==> config.mk <==
export PLATFORM = sky130hd
export DESIGN_NAME = atm_session_ctrl
export DESIGN_NICKNAME = d
export VERILOG_FILES = /design/src/rtl/atm_session_ctrl.sv
export SDC_FILE = /design/constraint.sdc
export NUM_CORES = 1
export LEC_CHECK = 0
export CORE_MARGIN = 3
export CORE_UTILIZATION = 55
export CTS_CLUSTER_SIZE = 14
export DETAILED_ROUTE_END_ITERATION = 7
export HOLD_SLACK_MARGIN = 0.15
export PLACE_DENSITY = 0.81
export RECOVER_POWER = 50
export SLEW_MARGIN = 25
export SYNTH_ARGS = -nofsm -noshare
export SYNTH_HDL_FRONTEND = slang
export SYNTH_SLANG_ARGS = --single-unit
==> constraint.sdc <==
create_clock -name clock -period 4.45 [get_ports clock]
set_input_delay 1.335 -clock clock [delete_from_list [all_inputs] [get_ports clock]]
set_output_delay 1.335 -clock clock [all_outputs]
set_load 0.01 [all_outputs]
==> src/rtl/atm_session_ctrl.sv <==
// ATM card-session sequencer: PIN check with retry/retain, amount entry, balance check,
// dispenser handshake and idle timeout. Define ATM_FAST_CASH_EN to enable D/E/F fast-cash keys.
module atm_session_ctrl #(
  parameter int unsigned MAX_TRIES   = 3,
  parameter int unsigned TIMEOUT_CYC = 1000,
  parameter int unsigned AMT_W       = 8,
  parameter int unsigned BAL_W       = 16
) (
  input  logic             clock,
  input  logic             reset,
  input  logic             card_in,
  input  logic             key_valid,
  input  logic [3:0]       key_code,
  input  logic [15:0]      pin_ref,
  input  logic [BAL_W-1:0] balance,
  input  logic             disp_ack,
  output logic             disp_req,
  output logic [AMT_W-1:0] disp_amount,
  output logic             bal_dec,
  output logic             card_eject,
  output logic             card_retain,
  output logic [2:0]       state_o,
  output logic [1:0]       err_o
);

  typedef enum logic [2:0] {
    S_IDLE     = 3'd0,
    S_PIN      = 3'd1,
    S_CHECK    = 3'd2,
    S_AMOUNT   = 3'd3,
    S_VERIFY   = 3'd4,
    S_DISPENSE = 3'd5,
    S_EJECT    = 3'd6,
    S_RETAIN   = 3'd7
  } state_t;

  localparam int unsigned   TW        = $clog2(TIMEOUT_CYC + 1);
  localparam logic [TW-1:0] TMO_LAST  = TW'(TIMEOUT_CYC - 1);
  localparam logic [2:0]    TRIES_LIM = 3'(MAX_TRIES);
  localparam int unsigned   CW        = AMT_W + 4;
  localparam logic [CW-1:0] AMT_MAX   = {4'b0000, {AMT_W{1'b1}}};
  localparam int unsigned   XW        = (AMT_W > BAL_W) ? AMT_W : BAL_W;
  localparam logic [3:0]    KEY_ENTER  = 4'hA;
  localparam logic [3:0]    KEY_CANCEL = 4'hB;
  localparam logic [3:0]    KEY_CLEAR  = 4'hC;

`ifdef ATM_FAST_CASH_EN
  localparam int unsigned AMT_LIM = (1 << AMT_W) - 1;

  function automatic logic [AMT_W-1:0] fc_sat(input int unsigned v);
    return (v > AMT_LIM) ? {AMT_W{1'b1}} : AMT_W'(v);
  endfunction
`endif

  state_t            r_state, w_state;
  logic              r_card_d;
  logic [2:0]        r_tries, w_tries;
  logic [2:0]        r_cnt, w_cnt;
  logic [15:0]       r_buf, w_buf;
  logic [AMT_W-1:0]  r_amt, w_amt;
  logic [TW-1:0]     r_timer, w_timer;
  logic [1:0]        r_err, w_err;
  logic              r_disp_req, w_disp_req;
  logic [AMT_W-1:0]  r_disp_amount, w_disp_amount;
  logic              r_bal_dec, w_bal_dec;
  logic              r_eject, w_eject;
  logic              r_retain, w_retain;

  logic              w_is_digit;
  logic [CW-1:0]     w_amt_calc;
  logic              w_amt_fit;
  logic              w_over;

  assign w_is_digit = (key_code <= 4'd9);
  // Widened so that the overflow of amt*10+d is visible before truncation.
  assign w_amt_calc = {4'b0000, r_amt} * CW'(10) + CW'(key_code);
  assign w_amt_fit  = (w_amt_calc <= AMT_MAX);
  assign w_over     = (XW'(r_amt) > XW'(balance));

  always_comb begin
    w_state       = r_state;
    w_tries       = r_tries;
    w_cnt         = r_cnt;
    w_buf         = r_buf;
    w_amt         = r_amt;
    w_timer       = '0;
    w_err         = r_err;
    w_disp_req    = r_disp_req;
    w_disp_amount = r_disp_amount;
    w_bal_dec     = 1'b0;
    w_eject       = 1'b0;
    w_retain      = 1'b0;
    case (r_state)
      S_IDLE: if (card_in && !r_card_d) w_state = S_PIN;
      S_PIN: begin
        w_timer = r_timer + TW'(1);
        if (!card_in) w_state = S_IDLE;
        else if (key_valid) begin
          w_timer = '0;
          if (w_is_digit) begin
            if (r_cnt < 3'd4) begin
              w_buf = {r_buf[11:0], key_code};
              w_cnt = r_cnt + 3'd1;
            end
          end else if (key_code == KEY_CLEAR) begin
            w_buf = '0;
            w_cnt = '0;
          end else if (key_code == KEY_ENTER)  w_state = S_CHECK;
          else if (key_code == KEY_CANCEL)     w_state = S_EJECT;
        end else if (r_timer == TMO_LAST) begin
          w_state = S_EJECT;
          w_err   = 2'd3;
        end
      end
      S_CHECK: begin
        if ((r_cnt == 3'd4) && (r_buf == pin_ref)) begin
          w_state = S_AMOUNT;
          w_tries = '0;
          w_err   = 2'd0;
        end else begin
          w_tries = r_tries + 3'd1;
          w_err   = 2'd1;
          w_buf   = '0;
          w_cnt   = '0;
          w_state = (w_tries == TRIES_LIM) ? S_RETAIN : S_PIN;
        end
      end
      S_AMOUNT: begin
        w_timer = r_timer + TW'(1);
        if (!card_in) w_state = S_IDLE;
        else if (key_valid) begin
          w_timer = '0;
          if (w_is_digit) begin
            if (w_amt_fit) w_amt = w_amt_calc[AMT_W-1:0];
          end else if (key_code == KEY_CLEAR) w_amt = '0;
          else if (key_code == KEY_ENTER) begin
            if (r_amt != '0) w_state = S_VERIFY;
          end else if (key_code == KEY_CANCEL) w_state = S_EJECT;
`ifdef ATM_FAST_CASH_EN
          else begin
            case (key_code)
              4'hD:    w_amt = fc_sat(20);
              4'hE:    w_amt = fc_sat(50);
              default: w_amt = fc_sat(100);
            endcase
            w_state = S_VERIFY;
          end
`endif
        end else if (r_timer == TMO_LAST) begin
          w_state = S_EJECT;
          w_err   = 2'd3;
        end
      end
      S_VERIFY: begin
        if (w_over) begin
          w_err   = 2'd2;
          w_state = S_EJECT;
        end else begin
          w_state       = S_DISPENSE;
          w_disp_req    = 1'b1;
          w_disp_amount = r_amt;
        end
      end
      S_DISPENSE: begin
        if (disp_ack) begin
          w_disp_req = 1'b0;
          w_bal_dec  = 1'b1;
          w_state    = S_EJECT;
        end
      end
      S_EJECT:  if (!card_in) w_state = S_IDLE;
      S_RETAIN: w_state = S_IDLE;
      default:  w_state = S_IDLE;
    endcase
    // Session context is wiped on entry to IDLE so err_o reads 0 in the first IDLE cycle.
    if (w_state != r_state) w_timer = '0;
    if (w_state == S_IDLE) begin
      w_err   = '0;
      w_tries = '0;
      w_cnt   = '0;
      w_buf   = '0;
      w_amt   = '0;
    end
    if ((w_state == S_EJECT) && (r_state != S_EJECT)) w_eject = 1'b1;
    if (w_state == S_RETAIN) w_retain = 1'b1;
  end

  always_ff @(posedge clock or negedge reset) begin
    if (!reset) begin
      r_state       <= S_IDLE;
      r_card_d      <= 1'b0;
      r_tries       <= '0;
      r_cnt         <= '0;
      r_buf         <= '0;
      r_amt         <= '0;
      r_timer       <= '0;
      r_err         <= '0;
      r_disp_req    <= 1'b0;
      r_disp_amount <= '0;
      r_bal_dec     <= 1'b0;
      r_eject       <= 1'b0;
      r_retain      <= 1'b0;
    end else begin
      r_state       <= w_state;
      r_card_d      <= card_in;
      r_tries       <= w_tries;
      r_cnt         <= w_cnt;
      r_buf         <= w_buf;
      r_amt         <= w_amt;
      r_timer       <= w_timer;
      r_err         <= w_err;
      r_disp_req    <= w_disp_req;
      r_disp_amount <= w_disp_amount;
      r_bal_dec     <= w_bal_dec;
      r_eject       <= w_eject;
      r_retain      <= w_retain;
    end
  end

  assign disp_req    = r_disp_req;
  assign disp_amount = r_disp_amount;
  assign bal_dec     = r_bal_dec;
  assign card_eject  = r_eject;
  assign card_retain = r_retain;
  assign state_o     = r_state;
  assign err_o       = r_err;

endmodule

# After elaboration in Yosys (flattened, before gate mapping)

Index checks and enable logic that the tools add are counted.

Bits in latches: 0
Output and inout port bits: 17
Memories kept: 0
Bits in read-only memories: 0
Word-level logic and storage cells: 138
Memory bits (writable): 0
Flip-flop bits (word level): 58
Bits of input ports: 41

Reduce and logical (&&, ||, !) cells: 21
Multiplexer cells: 64
Equal/unequal tests: 30
Order comparisons: 4
Shift operators: 0
Multiply operators: 1
Bitwise logic cells: 1
$add $sub $neg: 4
Div/mod/pow operators: 0

Operators with widths:

| operator                                                                | number |
|---|---|
| 16-bit two-way mux                                                      | 7 |
| 3-bit two-way mux                                                       | 28 |
| 8-bit two-way mux                                                       | 7 |
| 10-bit two-way mux                                                      | 4 |
| 16-bit one-hot mux with 2 select lines                                  | 1 |
| 3-bit one-hot mux with 8 select lines                                   | 1 |
| 3-bit equality test (second input constant)                             | 7 |
| 16-bit equality test                                                    | 1 |
| 8-bit by 16-bit > comparator with 1-bit output                          | 1 |
| 3-bit != test (second input constant)                                   | 5 |
| 12-bit by 4-bit adder with 12-bit output                                | 1 |
| 4-bit equality test (second input constant)                             | 3 |
| 12-bit by 8-bit <= comparator with 1-bit output (second input constant) | 1 |
| 2-bit two-way mux                                                       | 6 |
| 8-bit by 3-bit multiplier with 11-bit output (second input constant)    | 1 |
| 10-bit by 1-bit adder with 10-bit output (second input constant)        | 1 |
| 10-bit equality test (second input constant)                            | 1 |
| 5-bit AND reduction                                                     | 2 |
| 2-bit nonzero test                                                      | 5 |
| 3-bit by 2-bit equality test with 1-bit output (second input constant)  | 3 |
| 3-bit by 1-bit != test with 1-bit output (second input constant)        | 3 |
| 4-bit != test (second input constant)                                   | 2 |
| 8-bit nonzero test                                                      | 1 |
| 1-bit two-way mux                                                       | 7 |
| other kinds (20)                                                        | 26 |

# Logic depth before layout (Yosys ltp)

Word-level depth: 11
Depth in mapped cells: 11
Gate-level depth less buffers: 10

# Worst setup path after synthesis

No wires, ideal clock.

Path type: input-to-reg
From: input key_code[3]
To: register r_amt[7]
Data arrival time: 3207 ps
Path buffers: 0
Cell stages on the path: 7
Slack: 1156 ps
Required time: 4363 ps
Cells stage by stage: ha_1 > nor2_1 > nor4b_2 > or4b_4 > nor3_4 > o2111ai_2 > a211oi_2

Longest elaborated chain between the ends: 11

Ends and longest elaborated chain:

| item                                                                                              | RTL line | text |
|---|---|---|
| start: declaration                                                                                | 13       | `input logic [3:0] key_code,` |
| parallel branches: the longest is 11 deep, another holds 12-bit by 4-bit adder with 12-bit output | --       |  |
| end signal: assignment                                                                            | 209      | `r_amt <= w_amt;` |
| end: declaration                                                                                  | 60       | `logic [AMT_W-1:0] r_amt, w_amt;` |

Parallel ways; which one is timed is not known. The select of a mux whose other input is x is not followed.
A chain may end at the register's enable or synchronous reset.

# Final worst setup path

From: input key_code[2]
To: register r_amt[3]

The elaborated chain is that of the path after synthesis.

==> run summary <==
status - finished with violations
failing checks - max-capacitance violations, max-slew violations
final wirelength - 9560 um
clk_skew - 0.00624 ns
Critical Path AT - 4.02 ns
Setup Buffers After CTS - 0
setup TNS - 0 ns
CTS Buf Count - 9
Die ar. - 8090 um^2
post-route ant nets - 0
CTS resizes - 0
H-tree depth - 3
core area - 6600 um^2
area share of the largest cell type after synthesis - 37.4%
post-DP HPWL - 6920 um
CP max FO - 9
buffers added on ports - 57
total track usage - 24.6%
worst path required time - 4.72 ns
Antenna diodes - 0
final hold viol count - 0
GP Congestion - 0.891
Hold Crit Class - flop to flop
reg2reg start - r_amt[1]$_DFFE_PN0P_
GRT overflow - 0
MaxCap Viol Count - 1
vias post-DR - 3446
Leak - 2.10 nW
Layout area overhead - 22.9%
RSZ-0062 raised after global routing - false
CTS tree - yes
clock tree buffer depth - 2
minimum clock period - 3.76 ns
worst-skew pair later-pin latency - 0.34 ns
Vias/cell - 6.11
number of hold buffers added after CTS - 0
crit path to - r_amt[3]$_DFFE_PN0P_
Rows - 29
worst ir drop on vdd - 0.284 mV
Post-synth EDFFs - 0
Ys Warns - 0
type of element launching the critical path - primary input
CP Cell Sequence - clkdlybuf4s50_1 -> ha_1 -> a211oi_1 -> nor4b_2 -> or4b_4 -> nor3_4 -> o2111ai_1 -> a21oi_1
slew margin rel. - -9.86%
Final Core Density - 72.2%
first drt pass iteration count - 5
Critical Path Start - key_code[2]
sequential area share after synthesis - 37.4%
Crit-path slowest cell - clkdlybuf4s50_1
IO Count - 58
Clock Root Buffer - clkbuf_8
Synth Net Count - 480
Power Dens Cells - 341 nW/um^2
number of DRC markers in iteration 0 - 193
syn avg cell area - 9.48 um^2
vias in the first global route - 3410
Main synth FF type - dfrtp_1
kind of critical path - primary input to flop
Die Ht - 90.0 um
reg2reg end - r_amt[3]$_DFFE_PN0P_
CP peak stage delay - 0.56 ns
Die X - 90.0 um
Least-Margin Pin Slew - 1.65 ns
Final setup viols - 0
largest cells by area after synthesis - dfrtp_1 37%, ha_1 9.0%, a21oi_1 5.3%
largest net degree at the start of global routing - 33
layout cells sized above 1 - 9.34%
most frequent cells after synthesis - 58 x dfrtp_1, 41 x a21oi_1, 28 x ha_1
count of cell types in the netlist - 59
Clock Sinks - 58
fmax - 266 MHz
initial core utilization - 58.7%
Post-route DRC - 0
Worst Reg-to-Reg Cells - 9
initial antenna violation count - 0
cell taking the most area after synthesis - dfrtp_1
Clock Pin Slew Worst Setup and Hold Paths - 0.06 ns
first-pass GRT wire length - 16200 um
drt wl/cell - 16.9 um
Final period util - 84.4%
setup slack, reg-to-reg - 1.01 ns
count leader, synth - dfrtp_1
NumNets Final - 537
crit end category - flop
Cell Area, Synth - 3880 um^2
fraction of registers with async set/reset - 100%
count of pins over their slew limit - 33
cells after synthesis - 409
#FFs+latches synth - 58
[cell usage in the layout (no fill, tap or decap), drive strengths merged, types with 5 or more instances in the layout]
cell type      count
and3               7
xnor2             10
o2111ai            9
clkdlybuf4s50     48
a21oi             41
dlygate4sd3        8
nand4             22
nand2             13
a21o               5
a211oi             6
nand4b             5
buf                5
nor4               8
xor2              23
clkbuf            14
ha                28
nand3             25
mux2               8
and2              10
dfrtp             58
nor3              12
o21ai              9
nor2              25
o31ai              8
inv               21
[cell families after synthesis]
group / Yosys count / synth area share (%)
xor+xnor: 33 / 7.45
buf+inv: 38 / 4.00
fa+ha+maj: 30 / 10.1
simple gates: 148 / 22.1
mux: 9 / 2.58
flops: 58 / 37.4
compound gates: 93 / 16.3
[worst min path at each step]
stage,startpoint,to,slack (ns),cells past startpoint
5_1_grt,r_timer[0]$_DFF_PN0_,r_timer[0]$_DFF_PN0_,0.51,1
2_1_floorplan,r_timer[0]$_DFF_PN0_,r_timer[0]$_DFF_PN0_,0.46,1
4_1_cts,r_timer[0]$_DFF_PN0_,r_timer[0]$_DFF_PN0_,0.50,1
3_3_place_gp,r_timer[0]$_DFF_PN0_,r_timer[0]$_DFF_PN0_,0.47,1
3_5_place_dp,r_timer[0]$_DFF_PN0_,r_timer[0]$_DFF_PN0_,0.49,1
6_report,r_timer[0]$_DFF_PN0_,r_timer[0]$_DFF_PN0_,0.49,1
[where the power goes]
part           total (W)  leakage (nW)  switching [W]  internal, W
Clock           0.000571         0.119       0.000211     0.000360
Combinational   0.000450          1.18       0.000280     0.000170
Sequential      0.000607         0.800      0.0000496     0.000557
[final cells by class]
cell class | count | area [um^2]
multi-input cells | 313 | 2280
inverters | 21 | 78.8
clock inverters | 4 | 72.6
well taps | 93 | 116
clock buffers | 12 | 165
flip-flops and latches | 58 | 1450
fillers | 507 | 1840
repair buffers | 63 | 606
[per-layer routing]
metal | up-vias | GRT usage, % | part of all wire, %
li1 | 1631 | - | -
met5 | - | 0 | 0
met4 | 0 | 6.25 | 1.7
met2 | 133 | 41.0 | 50
met1 | 1662 | 31.7 | 42
met3 | 20 | 7.01 | 6.4
[stage by stage]
step / total power [W] / std cells / worst slack (ns) / hold WS (ns) / instance area (um^2)
CTS: 0.00163 / 564 / 0.705 / 0.496 / 4770
floorplan: 0.000891 / 409 / 1.16 / 0.455 / 3880
finish: 0.00163 / 564 / 0.692 / 0.489 / 4770
detailed placement: 0.00106 / 548 / 0.391 / 0.487 / 4530
global route: 0.00171 / 564 / 0.404 / 0.512 / 4770
global placement: 0.00105 / 548 / 0.472 / 0.474 / 4530
[flip-flops by register name, indices dropped and copies added, names as in the netlist]
register     cells
r_buf           16
r_timer         10
disp_amount      8
r_amt            8
r_cnt            3
r_tries          3
state_o          3
err_o            2
bal_dec          1
card_eject       1
card_retain      1
disp_req         1
r_card_d         1
[worst max-delay path: cells and delay by family]
family,cells,cell delay (ns)
AO/OA/AOI/OAI,3,0.51
adder cells (fa/ha/maj),1,0.38
buffers and inverters,1,0.56
AND/OR/NAND/NOR,3,1.23
Note: power is estimated with default switching activity, not from simulation.
